--- src/rtl/shared_timer_arbiter_pkg.sv ---
// Shared types and defaults for the round-robin timer arbiter.
// State encodings are fixed so external debug tooling can decode them.
package shared_timer_arbiter_pkg;

  localparam int unsigned STATE_W     = 2;
  localparam int unsigned DEF_NUM_REQ = 4;
  localparam int unsigned DEF_WIDTH   = 8;
  localparam int unsigned DEF_IDX_W   = 2;

  typedef enum logic [STATE_W-1:0] {
    ST_IDLE = 2'd0,
    ST_RUN  = 2'd1,
    ST_DONE = 2'd2
  } state_e;

endpackage

--- src/rtl/rr_pick.sv ---
// Combinational round-robin picker: first set request at or after ptr,
// wrapping from NUM_REQ-1 back to 0.
module rr_pick #(
  parameter int unsigned NUM_REQ = 4,
  parameter int unsigned IDX_W   = 2
) (
  input  logic [NUM_REQ-1:0] req,
  input  logic [IDX_W-1:0]   ptr,
  output logic               valid,
  output logic [IDX_W-1:0]   idx
);

  logic [IDX_W-1:0] cand;

  always_comb begin
    valid = 1'b0;
    idx   = '0;
    cand  = '0;
    for (int unsigned k = 0; k < NUM_REQ; k++) begin
      cand = IDX_W'((32'(ptr) + k) % NUM_REQ);
      if (!valid && req[cand]) begin
        valid = 1'b1;
        idx   = cand;
      end
    end
  end

endmodule

--- src/rtl/shared_timer_arbiter.sv ---
// Shares one down-counting timer between NUM_REQ requesters, granting
// round-robin and pulsing done to the owner when its load value expires.
module shared_timer_arbiter
  import shared_timer_arbiter_pkg::*;
#(
  parameter int unsigned NUM_REQ = DEF_NUM_REQ,
  parameter int unsigned WIDTH   = DEF_WIDTH,
  parameter int unsigned IDX_W   = DEF_IDX_W
) (
  input  logic                     clk,
  input  logic                     rst_n,
  input  logic [NUM_REQ-1:0]       req,
  input  logic [NUM_REQ*WIDTH-1:0] req_cnt,
  output logic [NUM_REQ-1:0]       gnt,
  output logic [NUM_REQ-1:0]       done,
  output logic                     busy,
  output logic [IDX_W-1:0]         owner,
  output logic [WIDTH-1:0]         count
);

  state_e               state_q;
  state_e               state_d;
  logic [NUM_REQ-1:0]   gnt_q;
  logic [NUM_REQ-1:0]   gnt_d;
  logic [NUM_REQ-1:0]   done_q;
  logic [NUM_REQ-1:0]   done_d;
  logic                 busy_q;
  logic                 busy_d;
  logic [IDX_W-1:0]     owner_q;
  logic [IDX_W-1:0]     owner_d;
  logic [WIDTH-1:0]     count_q;
  logic [WIDTH-1:0]     count_d;
  logic [IDX_W-1:0]     ptr_q;
  logic [IDX_W-1:0]     ptr_d;

  logic                 pick_valid;
  logic [IDX_W-1:0]     pick_idx;
  logic [IDX_W-1:0]     ptr_after_owner;
  logic                 owner_req;
  logic                 count_zero;
  logic [WIDTH-1:0]     load_val [NUM_REQ];

  for (genvar g = 0; g < NUM_REQ; g++) begin : g_load
    assign load_val[g] = req_cnt[g*WIDTH +: WIDTH];
  end

  rr_pick #(
    .NUM_REQ (NUM_REQ),
    .IDX_W   (IDX_W)
  ) u_rr_pick (
    .req   (req),
    .ptr   (ptr_q),
    .valid (pick_valid),
    .idx   (pick_idx)
  );

  // Next fairness pointer: the requester just after the current owner.
  assign ptr_after_owner = (owner_q == IDX_W'(NUM_REQ - 1)) ? '0
                                                            : owner_q + IDX_W'(1);
  assign owner_req       = req[owner_q];
  assign count_zero      = (count_q == '0);

  always_ff @(posedge clk or negedge rst_n) begin
    if (!rst_n) begin
      state_q <= ST_IDLE;
      gnt_q   <= '0;
      done_q  <= '0;
      busy_q  <= 1'b0;
      owner_q <= '0;
      count_q <= '0;
      ptr_q   <= '0;
    end else begin
      state_q <= state_d;
      gnt_q   <= gnt_d;
      done_q  <= done_d;
      busy_q  <= busy_d;
      owner_q <= owner_d;
      count_q <= count_d;
      ptr_q   <= ptr_d;
    end
  end

  always_comb begin
    state_d = state_q;
    unique case (state_q)
      ST_IDLE: if (pick_valid) state_d = ST_RUN;
      ST_RUN: begin
        if (!owner_req)     state_d = ST_IDLE;
        else if (count_zero) state_d = ST_DONE;
      end
      ST_DONE: state_d = ST_IDLE;
      default: state_d = ST_IDLE;
    endcase
  end

  // Abort (owner dropped req) outranks completion so no done is issued.
  always_comb begin
    gnt_d   = gnt_q;
    done_d  = '0;
    busy_d  = busy_q;
    owner_d = owner_q;
    count_d = count_q;
    ptr_d   = ptr_q;
    unique case (state_q)
      ST_IDLE: begin
        if (pick_valid) begin
          gnt_d   = NUM_REQ'(1) << pick_idx;
          owner_d = pick_idx;
          count_d = load_val[pick_idx];
          busy_d  = 1'b1;
        end
      end
      ST_RUN: begin
        if (!owner_req) begin
          gnt_d  = '0;
          busy_d = 1'b0;
          ptr_d  = ptr_after_owner;
        end else if (count_zero) begin
          gnt_d  = '0;
          busy_d = 1'b0;
          done_d = NUM_REQ'(1) << owner_q;
        end else begin
          count_d = count_q - WIDTH'(1);
        end
      end
      ST_DONE: begin
        ptr_d = ptr_after_owner;
      end
      default: begin
        gnt_d  = '0;
        busy_d = 1'b0;
      end
    endcase
  end

  assign gnt   = gnt_q;
  assign done  = done_q;
  assign busy  = busy_q;
  assign owner = owner_q;
  assign count = count_q;

endmodule

--- config.mk ---
export PLATFORM = sky130hd
export DESIGN_NAME = shared_timer_arbiter
export DESIGN_NICKNAME = d
export VERILOG_FILES = /design/src/rtl/shared_timer_arbiter_pkg.sv /design/src/rtl/rr_pick.sv /design/src/rtl/shared_timer_arbiter.sv
export SDC_FILE = /design/constraint.sdc
export NUM_CORES = 1
export LEC_CHECK = 0
export ABC_AREA = 1
export BUFFER_PORTS_ARGS = -buffer_cell sky130_fd_sc_hd__buf_2
export CORE_ASPECT_RATIO = 0.7
export CORE_UTILIZATION = 45
export DETAILED_ROUTE_END_ITERATION = 8
export HOLD_SLACK_MARGIN = 0.1
export PLACE_DENSITY = 0.78
export REMOVE_ABC_BUFFERS = 1
export SYNTH_ARGS = -nofsm -noshare
export SYNTH_HDL_FRONTEND = slang
export SYNTH_SLANG_ARGS = --single-unit
--- constraint.sdc ---
create_clock -name clk -period 2.52 [get_ports clk]
set_input_delay 0.378 -clock clk [delete_from_list [all_inputs] [get_ports clk]]
set_output_delay 0.378 -clock clk [all_outputs]
set_load 0.02 [all_outputs]
==> impl_metrics.ini, run 1 <==
[place]
dpl_cell_area_um2 = 2160
hpwl_mm = 3.43
place_congestion = 0.862
portBuffers = 56
pre_cts_ws_ns = 0.254

[grt]
grt_start_max_net_pins = 24
first_global_vias = 1624
antenna_found_initial = 0
gr-total-overflow = 0
grt_usage = 0.209
grt_first_pass_wirelength_mm = 7.33

[final_layout]
fillers = 410
layout-area-overhead-vs-synth_pct = 18.7
antennaDiodeCount = 0
nets = 372
drive_gt1_frac = 0.290
multi_input_area_um2 = 1120
final-seq-area_um2 = 577
final_area_um2 = 2220

[clock_network]
cts.sinks = 23
clock_path_buffers = 2
cts_tree = done
cts_buffers = 3
clk_latency_ns = 0.27
clockRootBuffer = clkbuf_8
htreeDepth = 1
clk_pin_slew_ns = 0.09

[drt]
first_pass_iters = 4
drt_iter0_drc = 127
wire_per_inst_um = 11.6
via_per_inst = 5.03
num_vias = 1913
drc = 0
antenna_left = 0
wirelength_mm = 4.39

[critical_path]
cp_data_arrival_time_ns = 2.37
start_kind = flop
cp.required_ns = 2.73
crit_fanout = 12
critical_path_class = reg2reg
end_kind = flop

[timing]
fin_crit_ns = 2.15
slew_headroom = 0.653
fin_skew_ns = 0.0115
fmaxAchievable_mhz = 464
hold-worst-slack_ns = 0.451
fin_crit_sh = 0.855
setup_viol = 0
hold_violations = 0
fin_ws_ns = 0.367
worst_pin_slew_ns = 0.520
drv_slew = 0
rsz0062_at_grt = no
tns_ns = 0

[synth]
syn_inst = 272
ys_warn_count = 0
synth_xor_area_frac = 0
ys_types = 28
synth_area_per_cell_um2 = 6.88
synth_compound_area_frac = 0.0856
muxShareOfSynthArea = 0
synthAdderAreaFrac = 0.0334
synth-simple-area-share = 0.482
synth_top_family_by_area = simple AND/OR/NAND/NOR gates
ys_ff_latch = 23
synth_seq_area_share = 0.308
syn_area_um2 = 1870

[flow_run]
maxCapViolations = 0

[power]
powerDensity_nw_per_um2 = 1580
peakVddDrop_uv = 851
power_leakage_nw = 1.26

[outcome]
status = complete, no violations

[die]
fp.dieW_um = 79.1
ios = 57
initial_core_util = 0.474
die-area_um2 = 4420
rows = 19
core-area_um2 = 3950
fp.dieH_um = 55.9

[hold_path]
hp-class = in2reg
area by class of cell:
type | instances | share of cell area
multi-input combinational | 214 | 0.506
sequential | 23 | 0.260
timing repair buffer | 57 | 0.131
inverter | 30 | 0.0530
tap | 52 | 0.0293
clock buffer | 3 | 0.0186
clock inverter | 1 | 0.00225
synth_stat cells:
library cell,n,share of area
or2_2,2,0.0067
nand3b_4,1,0.011
nand2_4,7,0.042
o31ai_1,4,0.016
nand2_1,106,0.21
nand4_1,12,0.040
o21ai_0,10,0.027
nand2_2,6,0.020
o21ai_2,1,0.0047
a31oi_1,3,0.010
nor2_4,1,0.0060
nand4_2,1,0.0067
o21bai_1,1,0.0040
nor2_2,2,0.0067
nand3_1,19,0.051
nor2_1,15,0.030
a21oi_1,9,0.024
buf_4,1,0.0040
inv_2,6,0.012
ha_1,5,0.033
buf_6,4,0.024
inv_1,23,0.046
nor2_8,1,0.011
dfrtp_1,23,0.31
nand3_4,1,0.0094
inv_6,1,0.0047
nor3_1,3,0.0080
nand3_2,4,0.021
cell families (layout without fill, tap and decap cells):
group / Yosys count / count (layout)
and+or+nand+nor: 181 / 181
buffers and inverters: 35 / 91
AOI/OAI and AO/OA: 28 / 28
DFF: 23 / 23
adders and majority gates: 5 / 5
repair_timing:
action                                 in CTS  in global routing
hold buffers                                1                  0
endpoints found under the hold margin      13                  0
setup endpoints to repair                   0                  2
resized for setup                           0                  1
buffers inserted                            0                  0
placed cells by master (no fill, tap or decap), types with 2 or more instances in the layout:
cell type / count
nand2_1: 106
buf_2: 56
inv_1: 23
dfrtp_1: 22
nand3_1: 19
nor2_1: 15
nand4_1: 12
o21ai_0: 10
a21oi_1: 9
nand2_4: 7
inv_2: 6
nand2_2: 6
ha_1: 5
nand3_2: 4
o31ai_1: 4
nor3_1: 3
a31oi_1: 3
clkbuf_8: 3
nor2_2: 2
or2_2: 2
metal layers:
metal,up-vias,global-route usage,wire (um)
met3,2,0.0311,257
met4,0,0.0260,12
met2,62,0.307,1900
li1,994,-,-
met5,-,0,0
met1,855,0.329,2230
sequential cells by signal, indices dropped and copies added, names as in the netlist:
name,cells
ptr_q,2
busy,1
state_q,2
owner,2
gnt,4
done,4
count,8
per-stage QoR:
step,instances,utilization,total power [mW]
finish,380,0.563,3.51
global route,380,0.563,3.89
CTS,380,0.562,3.51
detailed placement,375,0.548,3.26
global placement,375,0.548,3.22
floorplan,267,-,2.65
worst paths after layout:
check,startpoint,to,slack [ns],cells past startpoint
worst max register to register,ptr_q[0]$_DFFE_PN0P_,count[3]$_DFFE_PN0P_,0.37,15
max in group asynchronous,rst_n,ptr_q[0]$_DFFE_PN0P_,1.53,2
worst min-delay path,req_cnt[26],count[2]$_DFFE_PN0P_,0.45,5
worst min register to register,busy$_DFFE_PN0P_,busy$_DFFE_PN0P_,0.49,2
worst max-delay path,ptr_q[0]$_DFFE_PN0P_,count[3]$_DFFE_PN0P_,0.37,15
min in group asynchronous,rst_n,done[0]$_DFF_PN0_,0.60,2
report_power, final:
group | internal [mW] | switching [mW]
logic | 0.825 | 1.75
registers | 0.524 | 0.179
clock network | 0.110 | 0.118
critical path, cell delays in order, from the launching register on:
cell and delay [ns]:
dfrtp_2 0.51, inv_6 0.13, nand2_1 0.09, nand3_1 0.11, nand2_2 0.07, nand2_2 0.08, nand2_1 0.08, nand2_4 0.12
nand2_2 0.07, nor2_2 0.37, nand2_1 0.10, nand2_1 0.07, nand2_1 0.04, nand4_1 0.12, nand2_1 0.07, nand2_1 0.05
Power figures use the tool's default switching activity.
==> inputs of run 2 (changes only) <==
--- a/config.mk
+++ b/config.mk
@@ -7,11 +7,13 @@
 export LEC_CHECK = 0
 export ABC_AREA = 1
 export BUFFER_PORTS_ARGS = -buffer_cell sky130_fd_sc_hd__buf_2
+export CELL_PAD_IN_SITES_DETAIL_PLACEMENT = 1
+export CELL_PAD_IN_SITES_GLOBAL_PLACEMENT = 2
 export CORE_ASPECT_RATIO = 0.7
-export CORE_UTILIZATION = 45
+export CORE_UTILIZATION = 27
 export DETAILED_ROUTE_END_ITERATION = 8
 export HOLD_SLACK_MARGIN = 0.1
-export PLACE_DENSITY = 0.78
+export PLACE_DENSITY = 0.86
 export REMOVE_ABC_BUFFERS = 1
 export SYNTH_ARGS = -nofsm -noshare
 export SYNTH_HDL_FRONTEND = slang
==> constraint.sdc (replaced) <==
create_clock -name clk -period 2.52 [get_ports clk]
set_input_delay 0.63 -clock clk [delete_from_list [all_inputs] [get_ports clk]]
set_output_delay 0.63 -clock clk [all_outputs]
set_load 0.02 [all_outputs]
==> run 2 against run 1 <==
Net effect:
- largest power group unchanged
- final cell count increased by 11%
- design area increased by 2.3%
- critical path depth up 1
- critical endpoint is now count[2]$_DFFE_PN0P_
- clock skew shrank 0.0038 ns
- largest cell class unchanged
- core utilization down 21 points
- sequential share of layout area shrank 0.64 points
- non-clock buffer count increased by 1
- sequential power up 1%
==> impl_metrics.ini, run 2 (synthesized netlist as in run 1, its figures left out) <==
[outcome]
status = complete, no violations

[clock_network]
clockRootBuffer = clkbuf_8
clk_pin_slew_ns = 0.09
clock_path_buffers = 2
cts_hold_buf = 0
cts_tree = done
cts_resized = 0
cts.sinks = 23
cts_buffers = 3
htreeDepth = 1
postCtsSetupBuffers = 0
clk_latency_ns = 0.27

[timing]
hold_violations = 0
setup_viol = 0
fin_crit_sh = 0.886
slew_headroom = 0.643
fin_skew_ns = 0.00764
tns_ns = 0
fmaxAchievable_mhz = 448
fin_crit_ns = 2.23
rsz0062_at_grt = no
worst_pin_slew_ns = 0.536
fin_ws_ns = 0.287
drv_slew = 0

[place]
dpl_cell_area_um2 = 2230
hpwl_mm = 4.70
portBuffers = 56
pre_cts_ws_ns = 0.190
dp_cells = 416
place_congestion = 0.845

[critical_path]
cp_data_arrival_time_ns = 2.45
crit_fanout = 10
end_kind = flop
critical_path_class = reg2reg
cp.required_ns = 2.74
start_kind = flop

[grt]
first_global_vias = 1995
grt_usage = 0.172
grt_first_pass_wirelength_mm = 9.74
antenna_found_initial = 0
gr-total-overflow = 0
grt_start_max_net_pins = 24

[final_layout]
postLayoutCoreUtil = 0.352
nets = 373
final_cell_mix = nand2_1 (106), buf_2 (56), inv_1 (23), dfrtp_1 (23), nand3_1 (19)
largest_reg_flops = 8
final_common_cell = nand2_1
final_cells = 420
final_area_um2 = 2270
layout-area-overhead-vs-synth_pct = 21.5
antennaDiodeCount = 0
drive_gt1_frac = 0.289

[drt]
num_vias = 1946
route.met3.wl_um = 167
wire_per_inst_um = 13.6
wl_met1_mm = 3.20
drt_iter0_drc = 65
wirelength_mm = 5.73
drc = 0
via_per_inst = 4.63
met2_length_mm = 2.31
antenna_left = 0
first_pass_iters = 4
top_layer = met4

[die]
die-area_um2 = 7270
initial_core_util = 0.290
core-area_um2 = 6460
ios = 57
fp.dieH_um = 71.6
rows = 24
fp.dieW_um = 101

[power]
p_switching_mw = 2.16
pwr-share-seq = 0.195
clkPwrFrac = 0.064
peakVddDrop_uv = 520
powerDensity_nw_per_um2 = 1610
power_leakage_nw = 1.26
p_sw_frac = 0.591
p_int_mw = 1.49
pwr-share-comb = 0.741

[flow_run]
maxCapViolations = 0

[hold_path]
hp-class = in2async
-- run 2: cell count changes in the layout (fill, tap and decap cells not counted), sizes merged --
cell | before | now
clkinv | 1 | 0
clkbuf | 3 | 4
dlygate4sd3 | 1 | 0
buf | 56 | 58
-- run 2: power by group through the flow --
stage | clock, mW | combinational (mW) | sequential (mW)
after floorplan | 0 | 1.85 | 0.801
after global placement | 0 | 2.66 | 0.717
after detailed placement | 0 | 2.74 | 0.716
after CTS | 0.244 | 2.75 | 0.712
after global routing | 0.259 | 3.09 | 0.736
final | 0.235 | 2.71 | 0.712
-- run 2: worst max-delay path: stages (launching register included) --
cell	delay [ns]
dfrtp_1	0.60
buf_4	0.20
nand2_1	0.05
nand2_1	0.11
nand2_1	0.06
nand2_1	0.07
nand2_2	0.06
nand3_2	0.16
nand2_2	0.11
nor2_2	0.14
buf_4	0.20
nand3_1	0.09
nand2_1	0.07
inv_1	0.04
nand3_1	0.10
nand2_1	0.07
nand2_1	0.05
-- run 2: stage by stage --
stage,power (mW),hold slack (ns)
after global placement,3.38,0.468
after floorplan,2.65,0.334
final,3.65,0.331
after CTS,3.71,0.348
after detailed placement,3.45,0.471
after global routing,4.09,0.366
-- run 2: final cells by class --
type                            instances  area, um^2
Clock buffer                            4        45.0
Tap cell                               91         114
Timing Repair Buffer                   58         295
Sequential cell                        23         576
Fill cell                             848        4180
Multi-Input combinational cell        214        1120
Inverter                               30         118
-- run 2: path summary, 6_finish.rpt --
check | startpoint | endpoint | slack, ns | cells after the start
max in group asynchronous | rst_n | state_q[1]$_DFFE_PN0P_ | 1.83 | 1
min in group clk | busy$_DFFE_PN0P_ | busy$_DFFE_PN0P_ | 0.49 | 2
worst min-delay path | rst_n | count[7]$_DFFE_PN0P_ | 0.33 | 1
worst min register to register | busy$_DFFE_PN0P_ | busy$_DFFE_PN0P_ | 0.49 | 2
worst max-delay path | ptr_q[0]$_DFFE_PN0P_ | count[2]$_DFFE_PN0P_ | 0.29 | 16
worst max register to register | ptr_q[0]$_DFFE_PN0P_ | count[2]$_DFFE_PN0P_ | 0.29 | 16
-- run 2: layer usage --
metal / vias up / global-route usage
met5: - / 0
met4: 0 / 0.0435
met3: 5 / 0.0156
met2: 39 / 0.250
met1: 903 / 0.269
li1: 999 / -
==> inputs of run 3 (changes only) <==
--- a/config.mk
+++ b/config.mk
@@ -13,7 +13,7 @@
 export CORE_UTILIZATION = 27
 export DETAILED_ROUTE_END_ITERATION = 8
 export HOLD_SLACK_MARGIN = 0.1
-export PLACE_DENSITY = 0.86
+export PLACE_DENSITY_LB_ADDON = 0.1
 export REMOVE_ABC_BUFFERS = 1
 export SYNTH_ARGS = -nofsm -noshare
 export SYNTH_HDL_FRONTEND = slang
==> run 3 against run 2 <==
Net effect:
- clock skew up 0.0010 ns
- highest routed layer unchanged
- via count down 1.4%
- clock power decreased by 2%
- register-to-register slack worse by 0.07 ns
- maximum frequency fell by 2.9%
==> impl_metrics.ini, run 3 (synthesized netlist as in run 1, its figures left out) <==
[power]
peakVddDrop_uv = 665
powerDensity_nw_per_um2 = 1620
power_leakage_nw = 1.26
p_sw_frac = 0.598
p_int_mw = 1.48
pwr-share-comb = 0.745
clkPwrFrac = 0.063
p_switching_mw = 2.20
pwr-share-seq = 0.193

[timing]
fin_skew_ns = 0.00868
worst_pin_slew_ns = 0.513
fin_crit_sh = 0.912
drv_slew = 0
fmaxAchievable_mhz = 435
fin_crit_ns = 2.30
tns_ns = 0
setup_viol = 0
rsz0062_at_grt = no
hold_violations = 0
slew_headroom = 0.658

[place]
dpl_cell_area_um2 = 2230
hpwl_mm = 4.67
place_congestion = 0.832
portBuffers = 56

[die]
fp.dieH_um = 71.6
core-area_um2 = 6460
initial_core_util = 0.290
rows = 24
fp.dieW_um = 101
die-area_um2 = 7270
ios = 57

[grt]
first_global_vias = 1880
grt.busiest_layer = met1
grt_use_met2 = 0.234
gr-total-overflow = 0
grt_start_max_net_pins = 24
grt_first_pass_wirelength_mm = 9.63
antenna_found_initial = 0
use_met3 = 0.0176
use_met1 = 0.282
grt_usage = 0.171

[final_layout]
nets = 373
antennaDiodeCount = 0
final_common_cell = nand2_1
drive_gt1_frac = 0.292
final_cell_mix = nand2_1 (106), buf_2 (56), inv_1 (23), dfrtp_1 (23), nand3_1 (19)
layout-area-overhead-vs-synth_pct = 21.8
postLayoutCoreUtil = 0.353
final_area_um2 = 2280
largest_reg_flops = 8

[critical_path]
crit_end = count[6]$_DFFE_PN0P_
start_kind = flop
r2r-end = count[6]$_DFFE_PN0P_
cp.required_ns = 2.68
cp_data_arrival_time_ns = 2.46
reg2reg_depth = 13
worstSetupStartpoint = ptr_q[0]$_DFFE_PN0P_
timing.rr.start = ptr_q[0]$_DFFE_PN0P_
crit_fanout = 17
end_kind = flop
ff2ff_setup_slack_ns = 0.22
critical_path_class = reg2reg

[clock_network]
clockRootBuffer = clkbuf_8
htreeDepth = 1
postCtsSetupBuffers = 0
cts_hold_buf = 0
cts.sinks = 23
cts_tree = done
clk_latency_ns = 0.26
clock_path_buffers = 2
clk_pin_slew_ns = 0.09
cts_buffers = 3
cts_resized = 0

[drt]
via_per_inst = 4.57
antenna_left = 0
num_vias = 1919
wire_per_inst_um = 14.0
wirelength_mm = 5.86
drc = 0
first_pass_iters = 4
drt_iter0_drc = 49

[flow_run]
maxCapViolations = 0

[outcome]
status = complete, no violations

[hold_path]
hp-class = in2async
run 3: changes by cell type in the layout (fill, tap and decap cells not counted):
| cell | change |
|---|---|
| clkbuf_1 | -1 |
| clkinv_2 | +1 |
| nor2_2 | -1 |
| nor2_4 | +1 |
run 3: metal layers:
metal	wire length, um	share of wire
met4	23	0.0039
met1	3360	0.57
met5	0	0
met3	191	0.033
met2	2290	0.39
run 3: through the flow:
stage / total power, mW / instances / hold slack (ns) / worst slack [ns]
after floorplan: 2.65 / 267 / 0.334 / 0.566
after global placement: 3.45 / 416 / 0.455 / 0.140
after detailed placement: 3.47 / 416 / 0.466 / 0.0413
after CTS: 3.71 / 420 / 0.343 / 0.120
after global routing: 4.11 / 420 / 0.355 / 0.0236
final: 3.69 / 420 / 0.325 / 0.221
run 3: worst min-delay path by stage:
stage,end,slack (ns),startpoint
detailed placement,busy$_DFFE_PN0P_,0.47,busy$_DFFE_PN0P_
finish,count[7]$_DFFE_PN0P_,0.33,rst_n
global placement,busy$_DFFE_PN0P_,0.45,busy$_DFFE_PN0P_
floorplan,busy$_DFFE_PN0P_,0.33,rst_n
CTS,count[7]$_DFFE_PN0P_,0.34,rst_n
global route,count[7]$_DFFE_PN0P_,0.36,rst_n
run 3: area by class of cell:
cell class                 instances  area [um^2]
tap                               91          114
timing repair buffer              58          295
multi-input combinational        214         1130
clock buffer                       3         41.3
inverter                          30          118
sequential                        23          576
clock inverter                     1         5.00
fill                             856         4180
run 3: power groups by stage:
stage	Combinational (mW)	Sequential (mW)	Clock, mW
floorplan	1.85	0.801	0
global placement	2.73	0.716	0
detailed placement	2.75	0.719	0
CTS	2.76	0.713	0.236
global route	3.11	0.738	0.254
finish	2.75	0.711	0.231
run 3: critical path, stage by stage (launching register included):
cell and delay (ns):
dfrtp_1 0.63, inv_6 0.11, nand2_1 0.08, nand2_1 0.10
nand2_1 0.12, nand2_2 0.09, nor2_8 0.13, nand4_2 0.17
nand2_4 0.24, inv_2 0.13, nand2_1 0.09, nand4_1 0.15
nand2_1 0.10, nand2_1 0.05
